`src/rtl/nn_dense_layer.sv`:
```
// Fully-connected layer: NOUT neurons x NIN signed fixed-point inputs on one time-shared MAC.
// Build option NN_SAT_EN: saturate results and flag ovf; otherwise results wrap and ovf reads 0.
//
// state | meaning
// IDLE  | waiting for start; parameter writes accepted
// LOAD  | latch input vector, clear accumulator and counters
// MAC   | one product per cycle for the current neuron
// FIN   | add bias, rescale, fit, activate; advance neuron or finish
module nn_dense_layer #(
    parameter int NIN  = 4,
    parameter int NOUT = 4,
    parameter int W    = 16,
    parameter int FRAC = 8
) (
    input  logic                                clk,
    input  logic                                rst,
    input  logic                                start,
    input  logic                                relu_en,
    input  logic [NIN*W-1:0]                    in,
    input  logic                                wr_en,
    input  logic [$clog2(NOUT*(NIN+1))-1:0]     wr_addr,
    input  logic [W-1:0]                        wr_data,
    output logic [NOUT*W-1:0]                   out,
    output logic                                busy,
    output logic                                done,
    output logic                                wr_err,
    output logic                                ovf
);

    localparam int NP   = NOUT * (NIN + 1);
    localparam int AW   = $clog2(NP);
    localparam int ACCW = 2 * W + $clog2(NIN) + 1;
    localparam int CW   = (NIN > 1) ? $clog2(NIN) : 1;
    localparam int JW   = (NOUT > 1) ? $clog2(NOUT) : 1;
    localparam logic [AW:0]   NP_L     = (AW + 1)'(NP);
    localparam logic [CW-1:0] CNT_LAST = CW'(NIN - 1);
    localparam logic [JW-1:0] J_LAST   = JW'(NOUT - 1);

    typedef enum logic [1:0] {IDLE, LOAD, MAC, FIN} state_t;

    state_t                  state;
    logic signed [W-1:0]     params [NP];
    logic [NIN*W-1:0]        x_sh;
    logic signed [ACCW-1:0]  acc;
    logic [AW-1:0]           ptr;
    logic [CW-1:0]           mac_cnt;
    logic [JW-1:0]           j;
    logic                    relu_q;
    logic [NOUT*W-1:0]       shadow;
    logic [NOUT*W-1:0]       shadow_nxt;
    logic signed [2*W-1:0]   prod;
    logic signed [ACCW-1:0]  sum;
    logic signed [W-1:0]     res_fit;
    logic signed [W-1:0]     res_act;

    // Parameters are stored linearly as w[j][0..NIN-1], b[j], so one pointer walks the whole evaluation.
    assign prod = $signed(x_sh[W-1:0]) * params[ptr];
    assign sum  = acc + (ACCW'(params[ptr]) <<< FRAC);

`ifdef NN_SAT_EN
    logic signed [ACCW-1:0] shifted;
    logic [ACCW-W:0]        hi;
    logic                   clip;

    assign shifted = sum >>> FRAC;
    assign hi      = shifted[ACCW-1:W-1];
    assign clip    = !((&hi) || !(|hi));
    assign res_fit = !clip ? shifted[W-1:0] :
                     shifted[ACCW-1] ? {1'b1, {(W-1){1'b0}}} : {1'b0, {(W-1){1'b1}}};

    always_ff @(posedge clk or negedge rst) begin
        if (!rst) begin
            ovf <= 1'b0;
        end else if (state == IDLE && start) begin
            ovf <= 1'b0;
        end else if (state == FIN && clip) begin
            ovf <= 1'b1;
        end
    end
`else
    assign res_fit = W'(sum >>> FRAC);
    assign ovf     = 1'b0;
`endif

    assign res_act = (relu_q && res_fit[W-1]) ? '0 : res_fit;

    always_comb begin
        shadow_nxt = shadow;
        shadow_nxt[j*W +: W] = res_act;
    end

    always_ff @(posedge clk or negedge rst) begin
        if (!rst) begin
            state   <= IDLE;
            out     <= '0;
            busy    <= 1'b0;
            done    <= 1'b0;
            wr_err  <= 1'b0;
            x_sh    <= '0;
            acc     <= '0;
            ptr     <= '0;
            mac_cnt <= '0;
            j       <= '0;
            relu_q  <= 1'b0;
            shadow  <= '0;
            for (int k = 0; k < NP; k++) begin
                params[k] <= '0;
            end
        end else begin
            done   <= 1'b0;
            wr_err <= 1'b0;

            if (wr_en) begin
                if (state != IDLE || {1'b0, wr_addr} >= NP_L) begin
                    wr_err <= 1'b1;
                end else begin
                    params[wr_addr] <= wr_data;
                end
            end

            case (state)
                IDLE: begin
                    if (start) begin
                        state  <= LOAD;
                        busy   <= 1'b1;
                        relu_q <= relu_en;
                    end
                end
                LOAD: begin
                    x_sh    <= in;
                    acc     <= '0;
                    ptr     <= '0;
                    j       <= '0;
                    mac_cnt <= CNT_LAST;
                    state   <= MAC;
                end
                MAC: begin
                    acc  <= acc + ACCW'(prod);
                    // Rotating the input vector brings x[0] back into place for the next neuron.
                    x_sh <= {x_sh[W-1:0], x_sh[NIN*W-1:W]};
                    ptr  <= ptr + 1'b1;
                    if (mac_cnt == '0) begin
                        state <= FIN;
                    end else begin
                        mac_cnt <= mac_cnt - 1'b1;
                    end
                end
                FIN: begin
                    shadow  <= shadow_nxt;
                    acc     <= '0;
                    mac_cnt <= CNT_LAST;
                    if (j == J_LAST) begin
                        out   <= shadow_nxt;
                        done  <= 1'b1;
                        busy  <= 1'b0;
                        ptr   <= '0;
                        state <= IDLE;
                    end else begin
                        j     <= j + 1'b1;
                        ptr   <= ptr + 1'b1;
                        state <= MAC;
                    end
                end
                default: state <= IDLE;
            endcase
        end
    end

endmodule

```
`config.mk`:
```
export PLATFORM = sky130hd
export DESIGN_NAME = nn_dense_layer
export DESIGN_NICKNAME = d
export VERILOG_FILES = /design/src/rtl/nn_dense_layer.sv
export SDC_FILE = /design/constraint.sdc
export NUM_CORES = 1
export LEC_CHECK = 0
export ABC_AREA = 1
export CAP_MARGIN = 20
export CORE_ASPECT_RATIO = 0.8
export CORE_MARGIN = 1
export CORE_UTILIZATION = 40
export DETAILED_ROUTE_END_ITERATION = 16
export PLACE_DENSITY = 0.53
export SLEW_MARGIN = 20
export SYNTH_ARGS = -nofsm -noshare
export SYNTH_HDL_FRONTEND = slang
export SYNTH_SLANG_ARGS = --single-unit
```
`constraint.sdc`:
```
create_clock -name clk -period 10.7 [get_ports clk]
set_input_delay 2.14 -clock clk [delete_from_list [all_inputs] [get_ports clk]]
set_output_delay 2.14 -clock clk [all_outputs]
set_load 0.03 [all_outputs]
```
# After elaboration in Yosys (flattened, before gate mapping)
# Index checks and enable logic that the tools add are counted.
[classes]
bitwise = 3
n_addsub = 6
muxes = 27
reduce_logical = 19
eq_ne = 9
order_cmp = 4
mul = 1
shifts = 2
[ops]
columns = ["cell", "count"]
rows = [
  ["$bwmux W320", 1],
  ["$pmux W64 S2", 1],
  ["$bmux W16 S5", 1],
  ["$demux W16 S5", 1],
  ["$pmux W35 S2", 1],
  ["$bwmux W64", 1],
  ["$mux W16", 4],
  ["$shift A16 B34 Y64 const A", 1],
  ["$shiftx A16 B34 Y64", 1],
  ["$add A35 B32 Y35", 1],
  ["$neg A6 Y34", 1],
  ["$mul A16 B16 Y32", 1],
  ["$add A24 B24 Y24", 1],
  ["$pmux W5 S3", 1],
  ["$ge A6 B6 Y1 const B", 2],
  ["$not A5 Y6", 2],
  ["$reduce_and A2 Y1", 6],
  ["$mux W2", 5],
  ["$ne A2 B2 Y1 const B", 5],
  ["$reduce_bool A2 Y1", 5],
  ["$pmux W2 S2", 2],
  ["$pmux W2 S4", 1],
  ["$eq A2 B2 Y1 const B", 3],
  ["$lt A6 B1 Y1 const B", 1],
  ["15 further kinds", 22],
]
[totals]
input_bits = 90
reg_bits = 562
output_inout_bits = 68
elab_cells = 103

# Logic depth before layout (Yosys ltp)
# Gate-level depths: netlist (run 1).
[depth]
depth_word = 9
depth_mapped = 41
ltp_nobuf = 37

# Worst setup path after synthesis (run 1)
# OpenSTA, ideal clock, no wires.
[synth_path]
path_type = "register -> register"
from = "reg ptr[0]"
to = "reg acc[20]"
required_ns = 10.578
t_arrival_ns = 6.730
setup_slack_ns = 3.849
stages_incl_launch_ff = 34
period_less_slack_ns = 6.851
path_cell_list = "dfrtp_1 buf_6 buf_6 buf_6 buf_2 buf_2 buf_2 o21ai_0 o22ai_1 nand2_1 nand4_1 nand2_1 nand2_1 inv_2 buf_2 nor2_1 fa_1 inv_1 fa_1 fa_1 inv_1 fa_1 fa_1 inv_1 fa_1 inv_1 ha_1 nand2_1 o21ai_0 a21oi_1 o21ai_0 a21oi_1 or2_2 a32o_1"
[synth_between]
elab_chain_len = 7
[synth_rtl]
columns = ["element", "line", "text"]
rows = [
  ["start, declared", "45", "logic [AW-1:0] ptr;"],
  ["start signal, assigned", "141", "ptr <= ptr + 1'b1;"],
  ["start signal, assigned", "160", "ptr <= ptr + 1'b1;"],
  ["$not A5 Y6 (not written as such)", "57", "assign prod = $signed(x_sh[W-1:0]) * params[ptr];"],
  ["$bmux W16 S5", "57", ""],
  ["$mux W16 (not written as such) (2 in a row)", "57", ""],
  ["$mul A16 B16 Y32", "57", ""],
  ["$add A35 B32 Y35", "138", "acc <= acc + ACCW'(prod);"],
  ["$pmux W35 S2", "121", "case (state)"],
  ["end signal, assigned", "138", ""],
  ["end, declared", "44", "logic signed [ACCW-1:0] acc;"],
]
# No other way between the ends. The select of a mux whose other input is x is not followed.
# A chain may end at the register's enable or synchronous reset.

# Worst setup path in the final report (run 1)
[layout_path]
from = "reg ptr[1]"
to = "reg acc[20]"
# The elaborated chain is that of the path after synthesis.

==> results.md, run 1 <==
Clocking:
- The count of hold-fix buffers inserted at cts is 0.
- The source-to-sink clock delay at the later pin of the worst-skew pair is 0.64 ns.
- The number of setup buffers added after CTS is 0.
- The H-tree was split into 2 levels.
- Clock-pin slew was measured on the worst setup and hold paths at 0.07 ns.
- The clock net in this run drives a total of 551 sinks.
- After clock tree synthesis, the repair step resized 0 gates.
- The TritonCTS clock tree is done.
- Clock tree synthesis inserted a total of 60 buffers.
- The cell sitting at the root of the clock tree is a sky130_fd_sc_hd__clkbuf_16.
- Counting along the longest clock path gives a buffer depth of 3.

Floorplan:
- The die is 263 um tall.
- 158 I/O pins were placed.
- In this run the core area contains 95 standard-cell rows.
- The die width is 328 um.
- The die outline area is 86,200 um2.
- The floorplan step defined a core boundary enclosing 84,000 um2.
- The initial utilization of the core area, before any placement, comes to 40.5%.

Worst setup path:
- Among the stages of the critical path, the cell type that occurs most often is sky130_fd_sc_hd__fa_1.
- The delay contributed by the slowest stage of the critical path is 0.96 ns.
- The worst setup path is captured at a register.
- The worst setup path is launched from a register.
- The highest net fanout along the worst path is 66.
- The cell type of the slowest stage on the worst timing path is sky130_fd_sc_hd__dfrtp_4.
- The end of the worst register-to-register path is acc[20].
- The startpoint of the most critical setup path is ptr[1].
- The worst register-to-register path begins at ptr[1].
- STA puts the critical path data required time at 11.23 ns.
- In this run the worst setup path terminates at acc[20].
- The arrival time at the worst endpoint is 8.80 ns.
- The number of cells on the worst reg-to-reg path is 25.
- The critical path class is reg2reg.
- The internal reg-to-reg setup slack is 2.43 ns.

Synthesis:
- The post-synthesis cell count is 4,267.
- The mean instance size in the synthesized netlist is 7.97 um2.
- By area the synthesized netlist is led by sky130_fd_sc_hd__dfrtp_1 (41%), sky130_fd_sc_hd__nand2_1 (13%), sky130_fd_sc_hd__fa_1 (12%).
- The count of synthesis-stage warnings from yosys is 0.
- The count of state elements after synthesis is 551.
- The area of the mapped netlist is 34,000 um2.
- The synthesized netlist net count is 4,676.
- Of all cell types, the one taking the most synthesized area is sky130_fd_sc_hd__dfrtp_1.
- The netlist uses 46 different library cells.
- The sequential cell area fraction in the yosys report is 40.5%.
- The top-area cell type share of the netlist area is 40.5%.

GRT:
- The initial antenna violation count is 1.
- The via count of the first global-routing pass was 26,500.
- Global routing used 24.1% of the available tracks across all layers.
- The first-pass GRT wire length is 161 mm.
- The pin count of the biggest net entering global routing is 197.
- The global-route congestion overflow total is 0.

Finish:
- Relative to the synthesized area, the layout overhead comes to 12.8%.
- The net count of the finished layout is 4,684.
- The area of the multi-input gates is 17,100 um2.
- The cell area after layout is 38,400 um2.
- The repair_antennas step left the layout with diodes totalling 0.
- The filler cells instantiated in the layout total 8,400.
- Registers take 13,800 um2.
- The number of non-filler instances in the completed layout is 5,438.
- The layout cell share with drive strength beyond 1 is 4.60%.

STA:
- Setup violations remaining at the end of the flow were counted as 0.
- Across the routed clock network, the largest skew measured is 0.0258 ns.
- At the pin with the least slew margin, the transition time is 1.06 ns.
- The share of the clock period used by the worst path is 77.3%.
- The final max-slew violation count is 0.
- After routing, the total negative slack on setup checks comes to 0 ns.
- Setup repair after global routing left no endpoint under its margin.
- Once routing completed, OpenROAD measured the worst setup slack at 2.43 ns.
- The smallest clock period supported by the final layout is computed as 8.27 ns.
- Based on the critical path, the design can be clocked at up to 0.121 GHz.
- The worst pin sits at a relative slew slack of 28.6%.
- The number of hold-slack violations in the final timing report is 0.

Routing:
- The count of TritonRoute iterations in the first routing pass is 5.
- In the routed design, unresolved DRC markers number 0.
- The detail route stage leaves a number of antenna-violating nets equal to 0.
- The via count is 27,600.
- In the final routed layout, each cell accounts on average for 18.9 um.
- The routed wire length is 103 mm.
- The post-detailed-route via-to-cell ratio is 5.07.
- For this block, the initial DRC count from the detailed router was 2,611.

Placement:
- The area of placed instances is 36,300 um2.
- The number of port buffers is 156.
- Before CTS, the worst setup slack after placement is 2.52 ns.
- Detailed placement finished with a half-perimeter wire length of 70.6 mm.
- The number of cells after detailed placement is 5,328.
- At the end of routability-driven placement, the weighted congestion stood at 0.891.

Min path:
- In this run the worst hold path is classified as reg2reg.

Run status:
- The run finished with clean final reports.

Flow run:
- The number of maximum-capacitance constraint violations is 0.
-- worst max-delay path: cells and delay by family (launching register included) --
family | cells | cell delay, ns
fa+ha+maj | 7 | 3.54
simple gates | 8 | 1.67
compound gates | 5 | 0.96
flops | 1 | 0.96
buf+inv | 5 | 0.95
-- through the flow --
step           hold WS (ns)  utilization (%)
2_1_floorplan         0.448                -
3_3_place_gp          0.460             43.2
3_5_place_dp          0.465             43.2
4_1_cts               0.481             45.7
5_1_grt               0.487             45.7
6_report              0.477             45.7
-- worst min-delay path by stage --
stage | start | endpoint | slack, ns | cells after the start
2_1_floorplan | params[103] | params[103] | 0.45 | 2
3_3_place_gp | params[220] | params[220] | 0.46 | 2
3_5_place_dp | out[26] | out[26] | 0.46 | 2
4_1_cts | shadow[53] | shadow[53] | 0.48 | 2
5_1_grt | shadow[53] | shadow[53] | 0.49 | 2
6_report | shadow[53] | shadow[53] | 0.48 | 2
-- layout by cell type (no fill, tap or decap), types with 5 or more instances in the layout --
cell type / count
sky130_fd_sc_hd__nand2_1: 1218
sky130_fd_sc_hd__inv_1: 557
sky130_fd_sc_hd__dfrtp_1: 549
sky130_fd_sc_hd__o21ai_0: 527
sky130_fd_sc_hd__nor2_1: 364
sky130_fd_sc_hd__fa_1: 210
sky130_fd_sc_hd__clkdlybuf4s50_1: 155
sky130_fd_sc_hd__a21oi_1: 135
sky130_fd_sc_hd__ha_1: 106
sky130_fd_sc_hd__clkbuf_16: 62
sky130_fd_sc_hd__a31oi_1: 51
sky130_fd_sc_hd__nand3_1: 47
sky130_fd_sc_hd__o21ai_1: 43
sky130_fd_sc_hd__o22ai_1: 39
sky130_fd_sc_hd__buf_4: 29
sky130_fd_sc_hd__nand4_1: 27
sky130_fd_sc_hd__clkbuf_8: 19
sky130_fd_sc_hd__xor2_1: 18
sky130_fd_sc_hd__xnor2_1: 13
sky130_fd_sc_hd__nand2_2: 11
sky130_fd_sc_hd__o211ai_1: 11
sky130_fd_sc_hd__o21ai_2: 11
sky130_fd_sc_hd__clkbuf_1: 11
sky130_fd_sc_hd__inv_2: 10
sky130_fd_sc_hd__nor2_4: 10
sky130_fd_sc_hd__clkinv_2: 8
sky130_fd_sc_hd__nor3_1: 6
sky130_fd_sc_hd__clkinv_1: 5
sky130_fd_sc_hd__nand3b_1: 5
sky130_fd_sc_hd__nand3_2: 5
sky130_fd_sc_hd__o31ai_1: 5
sky130_fd_sc_hd__or2_2: 5
sky130_fd_sc_hd__a22o_1: 5
sky130_fd_sc_hd__bufinv_16: 5
-- registers in the layout, indices dropped and copies added, names as in the netlist --
signal,count
params,320
out,64
shadow,64
x_sh,64
acc,24
ptr,5
j,2
mac_cnt,2
state,2
busy,1
done,1
relu_q,1
wr_err,1
-- Yosys cell counts, drive strengths merged --
library cell / instances
a211oi: 4
a21o: 3
a21oi: 135
a22o: 5
a31oi: 51
a32o: 3
buf: 79
clkbuf: 162
clkinv: 5
conb: 1
dfrtp: 551
fa: 210
ha: 109
inv: 568
mux2: 1
nand2: 1232
nand3: 52
nand3b: 5
nand4: 27
nor2: 377
nor3: 7
nor4: 1
o211ai: 11
o21ai: 581
o21bai: 4
o22ai: 41
o31ai: 5
or2: 6
xnor2: 13
xor2: 18
-- final cells by class --
cell class                 count  area share (%)
clock inverter                18           0.616
multi-input combinational   2902            44.6
inverter                     573            5.61
timing repair buffer         187            4.75
sequential                   551            36.0
clock buffer                  92            4.83
tap                         1115            3.64
-- kinds of logic (layout without fill, tap and decap cells) --
family	Yosys count	after routing	share of synthesized area, %
AO/OA/AOI/OAI	843	843	13.2
buffers and inverters	814	870	9.44
multiplexers	1	1	0.0331
XOR/XNOR	31	31	0.798
flip-flops	551	551	40.5
AND/OR/NAND/NOR	1707	1707	19.6
other	1	1	0.0110
adder cells (fa/ha/maj)	319	319	16.4
-- per-layer routing --
layer  wire length, um  track usage, %  vias up
li1                  -               -    13300
met1             52300            38.9    13300
met2             41200            32.9      830
met3              7170            4.09      112
met4              2190            5.63        0
met5                 0               0        -
Power of run 1 is left out: the tool's default activity adds up to more than one toggle a clock period on the data nets, which glitch-free logic cannot reach.
==> run 2, diff against run 1 <==
- PLACE_DENSITY: 0.53 -> 0.55
- clock period: 10.7 -> 7.15 ns (I/O delays scaled with it)
==> run 2 against run 1 <==
  * Cell count is 2.1% higher
  * Global-route usage is 0.22 points higher
  * Via count is 2.1% higher
  * Wire length is 2.2% higher
  * Critical endpoint unchanged
  * Largest cell class unchanged
==> results.md, run 2 (synthesis results as in run 1) <==
Floorplan:
- The starting density of the core was 40.5% (unchanged).
- The die outline area is 86,200 um2 (unchanged).
- The count of standard-cell rows is 95 (unchanged).
- The die width is 328 um (unchanged).
- The core box area is 84,000 um2 (unchanged).
- The boundary pin count came to 158 (unchanged).
- The die height is 263 um (unchanged).

STA:
- The tightest slew margin relative to the limit is 31.7% (+3.1 points).
- The minimum clock period was 6.90 ns (-1.37 ns).
- The final max-slew violation count was 0 (unchanged).
- The post-route clock skew is 0.0266 ns (+0.000841 ns).
- The share of the clock period used by the worst path was 96.5% (+19 points).
- The setup-violating endpoint count in the final report is 0 (unchanged).
- The measured slew at the worst slew-check pin is 1.02 ns (-0.0430 ns).
- The achievable clock frequency came to 0.145 GHz (+20%).
- The number of hold-slack violations in the final timing report is 0 (unchanged).

GRT:
- The pin count of the biggest net entering global routing was 149 (-24%).
- The global-route congestion overflow total came to 0 (unchanged).
- The initial antenna violation count is 0 (-1).
- The global router's overall resource usage is 24.3% (+0.22 points).
- The via count of the first global-routing pass came to 27,300 (+3.2%).
- The first-pass GRT wire length is 164 mm (+1.8%).

Clocking:
- The TritonCTS clock tree is done.
- The number of buffers created by CTS is 60 (unchanged).
- The source-to-sink clock delay at the later pin of the worst-skew pair came to 0.65 ns (about the same).
- The maximum clock insertion buffer count came to 3 (unchanged).
- The register clock-pin slew on the reported worst setup and hold paths was 0.06 ns (about the same).
- The root buffer selected by CTS is sky130_fd_sc_hd__clkbuf_16.
- The count of hold-fix buffers inserted at cts is 0 (unchanged).
- The clock net sink count came to 551 (unchanged).
- The number of H-tree levels is 2 (unchanged).

Worst setup path:
- The highest net fanout along the worst path was 23 (-65%).
- The internal reg-to-reg setup slack came to 0.25 ns (-2.18 ns).
- The critical path in this run is classified as reg2reg.
- The delay contributed by the slowest stage of the critical path came to 0.56 ns (-0.40 ns).
- The arrival time at the worst endpoint came to 7.44 ns (-1.36 ns).
- The critical path required time was 7.69 ns (-3.54 ns).
- Among the stages of the critical path, the cell type that occurs most often is sky130_fd_sc_hd__fa_1.
- STA classifies the critical path endpoint as a register.
- The cell type of the slowest stage on the worst timing path is sky130_fd_sc_hd__dfrtp_4.
- The worst setup path is launched from a register.

Routing:
- The count of TritonRoute iterations in the first routing pass is 6 (+1).
- The routed wire length is 105 mm (+2.2%).
- The post-detailed-route via-to-cell ratio was 5.07 (about the same).
- The number of nets with antenna violations after routing is 0 (unchanged).
- The total DRC errors in the routed layout is 0 (unchanged).
- The number of DRC violations after detailed-routing iteration 0 is 2,509 (-3.9%).
- The routed wirelength normalized by instance count is 18.9 um (+0.15%).
- The via count is 28,200 (+2.1%).

Min path:
- The path class of the tightest hold or removal check is reg2reg.

Finish:
- The most flop-heavy register is params.
- The total number of nets in the final design came to 4,794 (+2.3%).
- The layout cell share with drive strength beyond 1 is 8.12% (+3.5 points).
- The flip-flop count of the largest register after layout is 320 (unchanged).
- The number of non-filler instances in the completed layout was 5,551 (+2.1%).
- In the layout the commonest cells are sky130_fd_sc_hd__nand2_1 (1,206), sky130_fd_sc_hd__inv_1 (551), sky130_fd_sc_hd__dfrtp_1 (549).
- The area of the multi-input gates is 17,400 um2 (+1.4%).
- The layout overhead on the synthesized area is 17.4%.
- The sequential cell area in the final layout is 13,800 um2 (unchanged).
- The total of fill cells in the finished design was 8,217 (-2.2%).
- Leaving out fill and tap cells, the most frequent cell in the layout is sky130_fd_sc_hd__nand2_1.

Placement:
- The detailed placement HPWL is 72.6 mm (+2.8%).
- The number of cells after detailed placement is 5,402 (+1.4%).
- The number of port buffers is 156 (unchanged).
- The routability congestion estimate came to 0.882 (-1.0%).

Flow run:
- The number of maximum-capacitance constraint violations is 0 (unchanged).

Run status:
- The flow ran to the end, and the final reports show no timing, DRC or antenna violations.
[run 2: what timing repair did]
action                     CTS  global route
buffers inserted             0            25
gates resized for setup      0           117
setup endpoints to repair    0             8
[run 2: final cells by class]
cell class                 count  area share (%)
antenna                        1         0.00626
sequential                   551            34.5
inverter                     573            5.48
clock buffer                  85            4.37
timing repair inverter         2          0.0438
tap                         1115            3.49
clock inverter                27           0.921
multi-input combinational   2902            43.4
timing repair buffer         295            7.71
[run 2: per-layer routing]
layer | vias to the layer above | wire [um] | track usage [%]
li1 | 13600 | - | -
met1 | 13700 | 53000 | 38.2
met2 | 789 | 44300 | 35.6
met3 | 100 | 6080 | 3.33
met4 | 0 | 1680 | 4.55
met5 | - | 0 | 0
[run 2: path summary, 6_finish.rpt]
check                             start           to  cells past startpoint
worst max-delay path             ptr[0]      acc[20]                     29
worst min-delay path            out[51]      out[51]                      2
worst max register to register   ptr[0]      acc[20]                     29
worst min register to register  out[51]      out[51]                      2
max in group asynchronous           rst  params[207]                      2
min in group asynchronous           rst  params[297]                      1
[run 2: worst max-delay path, delay by kind of cell (launching register included)]
kind                       cells  cell delay, ns
AOI/OAI and AO/OA              8            1.05
adders and majority gates      7            3.46
buffers and inverters          7            0.85
DFF                            1            0.56
and+or+nand+nor                7            0.86
[run 2: per-stage QoR]
step,hold WS (ns),utilization (%),instance area [um2],TNS [ns],worst slack [ns]
floorplan,0.448,-,34000,0,0.299
global placement,0.461,44.1,37000,0,0.174
detailed placement,0.465,44.1,37000,0,0.0767
CTS,0.481,46.6,39100,0,0.0460
global route,0.486,47.5,39900,-0.00768,-0.00768
finish,0.474,47.5,39900,0,0.247
Power of run 2 is left out for the same reason.
==> run 3, diff against run 2 <==
- CORE_UTILIZATION: 40 -> 62
- PLACE_DENSITY: 0.55 -> 0.78
- clock period: 7.15 -> 6.85 ns (I/O delays scaled with it)
==> run 3 against run 2 <==
  * The flow now finishes with violations (negative setup slack)
  * Clock skew fell by 0.0063 ns
  * Flip-flop and latch count did not move
  * Via count rose by 6.9%
  * Non-clock buffer count rose by 74
  * Count of clock-buffer cells in the layout fell by 7
  * Global-route usage rose by 11 points
  * Die area fell by 35%
  * Register-to-register slack got worse by 0.30 ns
  * Maximum frequency barely moved
  * First-iteration DRC count rose by 42%
  * Cell count fell by 6.3%
  * Hold slack improved by 0.0030 ns
==> results.md, run 3 (synthesis results as in run 1) <==
Min path:
- The classification of the worst-slack hold path is reg2reg.

Clocking:
- The root buffer selected by CTS is sky130_fd_sc_hd__clkbuf_16.
- The maximum clock insertion buffer count was 3 (unchanged).
- The count of hold-fix buffers inserted at cts is 0 (unchanged).
- The number of buffers created by CTS came to 54 (-10%).
- The number of H-tree levels is 2 (unchanged).
- The register clock-pin slew on the reported worst setup and hold paths is 0.07 ns (about the same).
- The TritonCTS clock tree is done.
- The clock net sink count is 551 (unchanged).
- The source-to-sink clock delay at the later pin of the worst-skew pair came to 0.63 ns (-0.02 ns).

GRT:
- The via count of the first global-routing pass was 29,100 (+6.4%).
- The initial antenna violation count is 0 (unchanged).
- The global-route congestion overflow total is 0 (unchanged).
- The global router's overall resource usage came to 35.5% (+11 points).
- The pin count of the biggest net entering global routing is 160 (+7.4%).
- The first-pass GRT wire length is 156 mm (-5.0%).

Worst setup path:
- The setup path with the least slack is of type reg2reg.
- The delay contributed by the slowest stage of the critical path was 0.58 ns (+0.02 ns).
- The startpoint of the lowest-slack register-to-register path is ptr[0].
- The startpoint of the most critical setup path is ptr[0].
- The critical path ends at acc[21].
- The end of the worst register-to-register path is acc[21].
- The arrival time at the worst endpoint was 7.40 ns (-0.04 ns).
- Counting stages on the worst path, the most repeated cell is sky130_fd_sc_hd__inv_2.
- The highest net fanout along the worst path is 5 (-78%).
- The cell type of the slowest stage on the worst timing path is sky130_fd_sc_hd__fa_1.
- The critical path required time is 7.35 ns (-0.34 ns).
- The number of cells traversed by the worst register-to-register path was 32 (+10%).
- The critical path capture point type is a register.
- The startpoint type of the worst setup path is a register.
- The internal reg-to-reg setup slack came to -0.05 ns (-0.30 ns).

Floorplan:
- The starting density of the core was 63.0% (+22 points).
- The count of standard-cell rows is 76 (-20%).
- The die width came to 264 um (-20%).
- The die outline area is 55,800 um2 (-35%).
- The boundary pin count came to 158 (unchanged).
- The core box area is 54,000 um2 (-36%).
- The die height is 211 um (-20%).

Placement:
- The number of cells after detailed placement was 5,047 (-6.6%).
- The detailed placement HPWL came to 67.2 mm (-7.4%).
- The number of port buffers is 156 (unchanged).
- The area of placed instances is 36,900 um2 (-0.46%).
- The routability congestion estimate came to 0.957 (+8.6%).

Flow run:
- The number of maximum-capacitance constraint violations came to 0 (unchanged).

Finish:
- The cell area after layout was 40,000 um2 (+0.16%).
- The total number of nets in the final design came to 4,862 (+1.4%).
- The flip-flop count of the largest register after layout is 320 (unchanged).
- The area growth from synthesis to layout is 17.6%.
- Leaving out fill and tap cells, the most frequent cell in the layout is sky130_fd_sc_hd__nand2_1.
- In the layout the commonest cells are sky130_fd_sc_hd__nand2_1 (1,189), sky130_fd_sc_hd__dfrtp_1 (549), sky130_fd_sc_hd__inv_1 (531).
- More flip-flops sit in one register than any other, and that register is params.
- The fraction of the core area covered by cells at the end of the flow is 74.1% (+27 points).
- The layout cell share with drive strength beyond 1 came to 11.3% (+3.2 points).
- The number of non-filler instances in the completed layout is 5,199 (-6.3%).

STA:
- The share of the clock period used by the worst path came to 101% (+4.2 points).
- The minimum clock period is 6.90 ns (+0.00118 ns).
- The post-route clock skew is 0.0203 ns (-0.00634 ns).
- The final max-slew violation count was 0 (unchanged).
- Setup repair after global routing could not meet its margin everywhere.
- The setup-violating endpoint count in the final report is 1 (+1).
- The measured slew at the worst slew-check pin came to 1.00 ns (-0.0186 ns).
- The number of hold-slack violations in the final timing report is 0 (unchanged).
- The final worst setup slack came to -0.0538 ns (-0.301 ns).
- The achievable clock frequency is 0.145 GHz (about the same).
- The tightest slew margin relative to the limit was 32.7% (+0.99 points).

Routing:
- The routed wire length is 99.4 mm (-5.5%).
- The count of TritonRoute iterations in the first routing pass was 6 (unchanged).
- The routed wirelength normalized by instance count is 19.1 um (+0.93%).
- The number of DRC violations after detailed-routing iteration 0 is 3,555 (+42%).
- The post-detailed-route via-to-cell ratio is 5.79 (+14%).
- The via count is 30,100 (+6.9%).
- The total DRC errors in the routed layout is 0 (unchanged).
- The number of nets with antenna violations after routing is 0 (unchanged).

Run status:
- The flow ran to the end, but the final reports show violations.
- The checks that failed: negative setup slack.
-- run 3: changes by cell type in the layout (fill, tap and decap cells not counted), sizes merged --
cell / previous run / this run
buf: 132 / 208
bufinv: 8 / 5
clkbuf: 93 / 84
clkinv: 20 / 13
clkinvlp: 6 / 8
inv: 568 / 570
-- run 3: worst max-delay path: cells and delay by family, from the launching register on --
kind | cells | cell delay (ns)
adder cells (fa/ha/maj) | 7 | 3.14
AO/OA/AOI/OAI | 7 | 1.14
AND/OR/NAND/NOR | 9 | 1.10
buffers and inverters | 9 | 0.86
flip-flops | 1 | 0.54
-- run 3: area by class of cell --
type	count	area, um2
antenna	1	2.50
clock buffer	78	1560
clock inverter	21	294
fill	3947	14000
inverter	573	2190
multi-input combinational	2902	17600
sequential	551	13800
tap	702	878
timing repair buffer	369	3660
timing repair inverter	2	11.3
-- run 3: per-stage QoR --
step | worst slack [ns] | TNS, ns | hold slack (ns)
finish | -0.0538 | -0.0538 | 0.477
CTS | -0.000944 | -0.000944 | 0.481
global placement | -0.0449 | -0.0745 | 0.461
global route | -0.207 | -0.894 | 0.492
detailed placement | -0.192 | -0.719 | 0.464
floorplan | 0.0120 | 0 | 0.448
-- run 3: how the worst min path moves through the flow --
stage | end | start | depth (start not counted)
CTS | out[41] | out[41] | 2
floorplan | params[103] | params[103] | 2
finish | out[41] | out[41] | 2
detailed placement | out[41] | out[41] | 2
global route | shadow[57] | shadow[57] | 2
global placement | params[18] | params[18] | 2
-- run 3: repair_timing --
item	4_1_cts	5_1_grt
setup endpoints to repair	7	8
gates resized for setup	49	209
cloned	2	7
setup buffers	17	30
endpoints found under the hold margin	0	0
pin swaps	15	126
-- run 3: per-layer routing --
layer / share of wire [%] / routed length (um) / global-route usage, % / vias up
li1: - / - / - / 13700
met1: 42 / 41500 / 51.6 / 14500
met2: 44 / 43700 / 53.5 / 1655
met3: 10 / 10300 / 6.72 / 306
met4: 3.9 / 3900 / 12.7 / 0
met5: 0 / 0 / 0 / -
Power of run 3 is left out for the same reason.
